===== config.mk =====
export PLATFORM = sky130hd
export DESIGN_NAME = serial_add_sub
export DESIGN_NICKNAME = d
export VERILOG_FILES = /design/src/rtl/serial_add_sub.sv
export SDC_FILE = /design/constraint.sdc
export NUM_CORES = 1
export LEC_CHECK = 0
export ABC_AREA = 1
export BUFFER_PORTS_ARGS = -buffer_cell sky130_fd_sc_hd__buf_4
export CORE_AREA = 2 2 81 83
export CTS_BUF_LIST = sky130_fd_sc_hd__clkbuf_8
export DETAILED_ROUTE_END_ITERATION = 12
export DIE_AREA = 0 0 83 85
export PLACE_DENSITY_LB_ADDON = 0.1
export SETUP_SLACK_MARGIN = 0.1
export SYNTH_ARGS = -nofsm -noshare
export SYNTH_HDL_FRONTEND = slang
export SYNTH_SLANG_ARGS = --single-unit
export TNS_END_PERCENT = 30

===== constraint.sdc =====
create_clock -name clk -period 1.6 [get_ports clk]
set_clock_uncertainty 0.2 [all_clocks]
set_input_delay 0.32 -clock clk [delete_from_list [all_inputs] [get_ports clk]]
set_output_delay 0.32 -clock clk [all_outputs]
set_load 0.03 [all_outputs]

===== src/rtl/serial_add_sub.sv =====
// Digit-serial two's-complement adder/subtractor: DIGIT bits per clock, LSB first,
// with a start/busy/done handshake and signed-overflow detection.
module serial_add_sub #(
  parameter int WIDTH = 15,
  parameter int DIGIT = 1
) (
  input  logic             clk,
  input  logic             rst_n,
  input  logic             start,
  input  logic             sub,
  input  logic [WIDTH-1:0] a,
  input  logic [WIDTH-1:0] b,
  output logic             busy,
  output logic             done,
  output logic [WIDTH-1:0] sum,
  output logic             carry_out,
  output logic             overflow
);

  localparam int N  = WIDTH / DIGIT;
  localparam int CW = (N > 1) ? $clog2(N) : 1;

  generate
    if (WIDTH < 2 || (WIDTH % DIGIT) != 0) begin : g_bad_params
      $error("serial_add_sub: WIDTH must be >= 2 and a multiple of DIGIT");
    end
  endgenerate

  typedef enum logic [1:0] {IDLE, RUN, DONE} state_t;

  state_t           state, state_next;
  logic [WIDTH-1:0] op_a, op_b, acc;
  logic             carry;
  logic [CW-1:0]    cnt;
  logic             accept, last;
  logic [DIGIT:0]   dfull;
  logic [DIGIT-1:0] dsum;
  logic [WIDTH+DIGIT-1:0] acc_cat;
  logic [WIDTH-1:0] acc_next;
  logic             msb_cin;

  // Operands shift right so the current digit is always the low slice; the
  // result enters at the top of acc and reaches its final alignment after N digits.
  always_comb begin
    dfull    = {1'b0, op_a[DIGIT-1:0]} + {1'b0, op_b[DIGIT-1:0]} + {{DIGIT{1'b0}}, carry};
    dsum     = dfull[DIGIT-1:0];
    acc_cat  = {dsum, acc};
    acc_next = acc_cat[WIDTH+DIGIT-1:DIGIT];
    msb_cin  = op_a[DIGIT-1] ^ op_b[DIGIT-1] ^ dsum[DIGIT-1];
    last     = (cnt == CW'(N - 1));
  end

  always_comb begin
    state_next = state;
    accept     = 1'b0;
    unique case (state)
      IDLE: if (start) begin
        accept     = 1'b1;
        state_next = RUN;
      end
      RUN:  if (last) state_next = DONE;
      DONE: begin
        if (start) begin
          accept     = 1'b1;
          state_next = RUN;
        end else begin
          state_next = IDLE;
        end
      end
      default: state_next = IDLE;
    endcase
  end

  always_ff @(posedge clk or negedge rst_n) begin
    if (!rst_n) state <= IDLE;
    else        state <= state_next;
  end

  always_ff @(posedge clk or negedge rst_n) begin
    if (!rst_n) begin
      op_a      <= '0;
      op_b      <= '0;
      acc       <= '0;
      carry     <= 1'b0;
      cnt       <= '0;
      sum       <= '0;
      carry_out <= 1'b0;
      overflow  <= 1'b0;
    end else if (accept) begin
      op_a  <= a;
      op_b  <= b ^ {WIDTH{sub}};
      acc   <= '0;
      carry <= sub;
      cnt   <= '0;
    end else if (state == RUN) begin
      op_a  <= op_a >> DIGIT;
      op_b  <= op_b >> DIGIT;
      acc   <= acc_next;
      carry <= dfull[DIGIT];
      cnt   <= cnt + CW'(1);
      if (last) begin
        sum       <= acc_next;
        carry_out <= dfull[DIGIT];
        overflow  <= msb_cin ^ dfull[DIGIT];
      end
    end
  end

  assign busy = (state == RUN);
  assign done = (state == DONE);

endmodule

==> results of run 1 <==
## flip-flops by register name, summed over array words and instances (netlist names), 2 cells and up
| name | cells |
|---|---|
| acc | 14 |
| cnt | 4 |
| op_a | 15 |
| op_b | 15 |
| state | 2 |
| sum | 15 |
## cells by family after synthesis
| logic type | Yosys count |
|---|---|
| DFF | 68 |
| AOI/OAI and AO/OA | 65 |
| and+or+nand+nor | 176 |
| buffers and inverters | 50 |
| xor gates and xnor gates | 12 |
| adders and majority gates | 3 |
## routing by layer
metal / share of wire / global-route usage / up-vias
li1: - / - / 1352
met1: 0.44 / 0.268 / 1323
met2: 0.52 / 0.345 / 67
met3: 0.040 / 0.0379 / 2
met4: 0.0059 / 0.0864 / 0
met5: 0 / 0 / -
## power breakdown
| part | leakage (nW) | internal, W | switching [W] |
|---|---|---|---|
| Sequential | 0.836 | 0.00252 | 0.000504 |
| Clock | 0.0958 | 0.000727 | 0.000713 |
| Combinational | 1.27 | 0.00197 | 0.00246 |
## worst min-delay path by stage
stage	from	to	slack, ns	cells after the start
2_1_floorplan	rst_n	acc[10]	-0.18	0
3_3_place_gp	rst_n	carry_out	0.16	2
3_5_place_dp	rst_n	carry_out	0.15	2
4_1_cts	a[0]	op_a[0]	0.0003	3
5_1_grt	a[8]	op_a[8]	0.003	3
6_report	a[8]	op_a[8]	-0.01	3
## layout by cell type (no fill, tap or decap), drive strengths merged
master | netlist | final
bufinv | 0 | 1
inv | 31 | 32
xor2 | 8 | 8
a21oi | 8 | 8
o211ai | 1 | 1
buf | 15 | 84
ha | 2 | 2
o22ai | 14 | 14
clkinv | 0 | 3
nand2 | 144 | 144
nand3 | 13 | 13
clkinvlp | 0 | 2
xnor2 | 4 | 4
fa | 1 | 1
dfrtp | 68 | 68
clkbuf | 4 | 12
dlygate4sd3 | 0 | 6
nor2 | 19 | 19
o21ai | 42 | 42
## per-stage QoR
step,utilization,std cells,area [um2]
floorplan,-,374,3120
global placement,0.597,504,3710
detailed placement,0.597,504,3710
CTS,0.653,530,4050
global route,0.709,541,4400
finish,0.709,541,4400
## final cells by class
cell class                 instances  area (um2)
multi-input combinational        256        1380
timing repair buffer              93         886
sequential                        68        1700
tap                               77        96.3
clock inverter                     7        76.3
clock buffer                       9         124
fill                             495        1810
inverter                          31         135
## what timing repair did
item,CTS,global route
setup buffers,6,5
endpoints found under the setup margin,43,64
cloned,1,3
endpoints found under the hold margin,70,3
pin swaps,4,15
hold buffers,3,3
resized for setup,13,72
## worst max-delay path, stage by stage, from the launching register on
cell and delay [ns]:
dfrtp_2 0.46, nor2_2 0.17, buf_6 0.15
==> metrics.txt, run 1 <==
gr ovfl total 0; io pins 53; Post-Synth XOR/XNOR Area 0.0337; setup violation total in the final timing report 5; failing checks hold timing, setup timing; Yosys reg bits 68; pre-CTS WS -0.0549 ns; Slew headroom 0.750; final worst slack -0.0436 ns; CTS clk-pin slew, worst paths 0.08 ns; critical path endpoint done; warnings from Yosys 0; CTS tree yes; top-count cell post-synth nand2_1; Post-Route Setup TNS -0.130 ns; DP Wirelength 4290 um; Hold WC Path Type input pin to flip-flop; Final Hold Violating Endpoints 1; synth cell count leaders 141 x nand2_1, 68 x dfrtp_1, 36 x o21ai_0, 29 x inv_1, 16 x nor2_1; DRT Pass-1 Iters 4; flop-to-flop setup slack -0.03 ns; Async SR Flop Fraction 1.00; CTS buffer count 9; CP Launch Point state[0]; Peak supply drop ~1.1 mV; combinational family with the most area after synthesis simple AND/OR/NAND/NOR gates; CTS H-Tree Depth 3; final WL about 7500 um; die area 7060 um2; Fin Hold WS -0.0101 ns; Synth top area share 0.545; Die W roughly 83 um; post-synthesis adder-cell area fraction 0.0144; Clk Latency, worst-skew pair roughly 0.34 ns; EDFF count, synth 0; top post-synthesis cells by area dfrtp_1 54%, nand2_1 17%, o21ai_0 5.8%; die height about 85 um; crit-path max FO 4; Synth Instances 374; initial core utilization 0.503; DR DRC count 0; Worst R2R Path Depth 7; post-route ant nets 0; gr usage total 0.207; achievable frequency a little over 600 MHz; antenna violations before repair 0; worst-case clock buffer depth 2; Vias 2,744; predominant post-synthesis flop cell dfrtp_1; Final nets a little under 500; CTS Root Cell clkbuf_8; GPL Wtd Cong slightly below 0.8; Final min period 1.64 ns; post-synth top area cell dfrtp_1; Cell Area, Synth 3120 um2; Synth Area per Inst 8.35 um2; WS Path Type flip-flop to output port; post-synthesis mux area share 0; Layout area overhead 40.9%; n_diodes 0; period utilization 1.03; RSZ-0062 raised after global routing true; syn_nets around 410; critical path required time ~1.1 ns; pin count of the biggest net entering global routing 69; first-pass GRT wire length about 12,000 um; Initial DRC Count 112; wire per inst 13.9 um; number of global-route vias before repair approximately 2,600; Core ar. a little over 6000 um2; Worst EP arrival 1.12 ns; port bufs 52; sequential area share after synthesis 0.545; power per cell area 2020 nW/um2; synth unique cells 22; max-slew violation total from the final report 0; final total power slightly below 0.009 W; via/cell ratio 5.07; Reg-to-Reg Start op_b[0]; Synth Area in Simple Gates 0.226; Synth Area in Compound Gates 0.111; share of cells above drive strength 1 0.328; max-cap viol count 0; outcome finished with violations; startpoint types flip-flop; CTS sink cnt 68; CP endpoint kind output port; Row Count 29; Pleak between 2 and 2.5 nW; Worst-Margin Slew 0.375 ns; R2R Path End overflow
No activity file was read; power rests on OpenSTA's default activity.
==> run 2, diff against run 1 <==
--- a/config.mk
+++ b/config.mk
@@ -7,10 +7,10 @@
 export LEC_CHECK = 0
 export ABC_AREA = 1
 export BUFFER_PORTS_ARGS = -buffer_cell sky130_fd_sc_hd__buf_4
-export CORE_AREA = 2 2 81 83
+export CORE_AREA = 2 2 98 62
 export CTS_BUF_LIST = sky130_fd_sc_hd__clkbuf_8
 export DETAILED_ROUTE_END_ITERATION = 12
-export DIE_AREA = 0 0 83 85
+export DIE_AREA = 0 0 100 64
 export PLACE_DENSITY_LB_ADDON = 0.1
 export SETUP_SLACK_MARGIN = 0.1
 export SYNTH_ARGS = -nofsm -noshare
==> constraint.sdc (replaced) <==
create_clock -name clk -period 1.7 [get_ports clk]
set_clock_uncertainty 0.2 [all_clocks]
set_input_delay 0.34 -clock clk [delete_from_list [all_inputs] [get_ports clk]]
set_output_delay 0.34 -clock clk [all_outputs]
set_load 0.03 [all_outputs]
==> metrics.txt, run 2 (synthesized netlist as in run 1, its figures left out) <==
outcome finished clean; wire per inst 13.4 um (-3.5%); WS Path Type flip-flop to flip-flop; P_int 0.00461 W (-12%); n_diodes 0 (unchanged); CTS Root Cell clkbuf_8; max-cap viol count 0 (unchanged); Core ar. 5470 um2 (-12%); achievable frequency a little under 600 MHz; Peak supply drop 0.946 mV (-15%); crit-path max FO 4 (unchanged); final WL 6930 um (-7.8%); RSZ-0062 raised after global routing true; Most Crowded Layer GR met2; die area 6400 um2 (-9.3%); DRT Pass-1 Iters 4 (unchanged); GPL Wtd Cong 0.769 (-0.12%); CTS buffer count 9 (unchanged); Non-Filler Instances 517 (-4.4%); Die W 100 um (+20%); via/cell ratio 5.13 (+1.1%); Worst-Margin Slew 0.373 ns (-0.00261 ns); Initial DRC Count 178 (+59%); Net Switching 0.00315 W (-15%); CTS sink cnt 68 (unchanged); M3 GR Usage 0.0558 (+0.0179); met1 Usage GRT 0.353 (+0.0855); cell area after layout 3990 um2 (-9.3%); CTS tree yes; DR DRC count 0 (unchanged); pre-CTS WS -0.00913 ns (+0.0458 ns); CTS clk-pin slew, worst paths 0.07 ns (about the same); WP buf/inv 2 (+1); final worst slack 0.0200 ns (+0.0636 ns); Comb pwr share 0.452 (-0.047); most used cell along the critical path nand2_1; M2 GR Usage 0.370 (+0.0246); Top delay family on crit path adder cells; gr ovfl total 0 (unchanged); critical path required time 1.78 ns (+0.70 ns); DP Cell Count 494 (-2.0%); Fin Hold WS 0.0220 ns (+0.0321 ns); Slew headroom 0.752 (+0.00174); antenna violations before repair 0 (unchanged); io pins 53 (unchanged); initial core utilization 0.571 (+0.0681); Placed Instance Area 3670 um2 (-1.0%); Regs by FF count op_a: 15 flops, op_b: 15 flops, sum: 15 flops; Layout area overhead 27.8%; Final nets 480 (-3.2%); power per cell area 1940 nW/um2 (-4.0%); Sw Ratio 0.406 (-0.00766); Clk Latency, worst-skew pair 0.34 ns (about the same); share of cells above drive strength 1 0.246 (-0.0821); Filler Cell Count 415 (-16%); Worst EP arrival 1.76 ns (+0.64 ns); DP Wirelength 4700 um (+9.5%); setup violation total in the final timing report 0 (-5); die height 64 um (-25%); crit-path cells inv_2 -> fa_2 -> inv_2 -> nand2_1 -> nand2_1 -> nand2_1 -> nand3_1 -> nand2_1; Vias 2,650 (-3.4%); commonest non-fill, non-tap cell in the layout nand2_1; number of global-route vias before repair 2,598 (+1.2%); Final Hold Violating Endpoints 0 (-1); flop-to-flop setup slack 0.02 ns (+0.05 ns); port bufs 52 (unchanged); pin count of the biggest net entering global routing 28 (-59%); Final min period between 1.5 and 2 ns; worst-case clock buffer depth 2 (unchanged); Clk network pwr share 0.191 (+0.029); Flop pwr share 0.358 (+0.018); period utilization 0.988; Hold WC Path Type input pin to flip-flop; commonest cells after routing, fill and taps aside 137 x nand2_1, 69 x buf_4, 68 x dfrtp_1; max-slew violation total from the final report 0 (unchanged); Pleak 2.04 nW (-7.6%); gr usage total 0.243 (+0.0361); first-pass GRT wire length 12,200 um (+3.8%); post-route ant nets 0 (unchanged); CP endpoint kind flip-flop; CP peak stage delay 0.62 ns (+0.16 ns); Row Count 21 (-28%); startpoint types flip-flop; CTS H-Tree Depth 3 (unchanged); cell with the largest stage delay on the worst path fa_2
==> run 2: power by group through the flow <==
stage / combinational [W] / clock [W] / sequential (W)
global route: 0.00390 / 0.00158 / 0.00287
global placement: 0.00310 / 0 / 0.00277
floorplan: 0.00181 / 0 / 0.00311
detailed placement: 0.00321 / 0 / 0.00280
CTS: 0.00333 / 0.00150 / 0.00277
finish: 0.00350 / 0.00148 / 0.00277
==> run 2: layer usage <==
metal  vias up  wire [um]
met4         0         66
met5         -          0
met3         8        290
met2        62       3270
met1      1254       3310
li1       1326          -
==> run 2: final cells by class <==
class / instances / area [um2] / area share
well taps: 69 / 86.3 / 0.0216
inverters: 31 / 121 / 0.0304
clock buffers: 10 / 138 / 0.0345
clock inverters: 6 / 87.6 / 0.0219
flip-flops and latches: 68 / 1700 / 0.426
repair buffers: 77 / 633 / 0.159
multi-input cells: 256 / 1220 / 0.307
==> run 2: worst paths after layout <==
path	to	cells after the start	from
worst max-delay path	overflow	8	op_b[0]
worst min-delay path	op_a[13]	3	a[13]
worst max register to register	overflow	8	op_b[0]
worst min register to register	sum[5]	2	acc[6]
max in group asynchronous	sum[5]	3	rst_n
min in group asynchronous	op_a[10]	2	rst_n
==> run 2: stage by stage <==
step                setup TNS [ns]  total power, W   util
floorplan                        0         0.00492      -
global placement                 0         0.00587  0.671
detailed placement        -0.00913         0.00601  0.671
CTS                              0         0.00759  0.721
global route               -0.0278         0.00836  0.730
finish                           0         0.00775  0.730
==> run 2: timing repair <==
item                                    in CTS  in global routing
resized for setup                            3                 19
buffers inserted                             4                  2
hold endpoints to repair                    24                  0
hold buffers                                 1                  0
endpoints found under the setup margin       5                 40
pin swaps                                    2                  9
==> run 2: worst min-delay path: stages <==
cell and delay, ns:
buf_4 0.08, o21ai_1 0.06, nand2_1 0.05
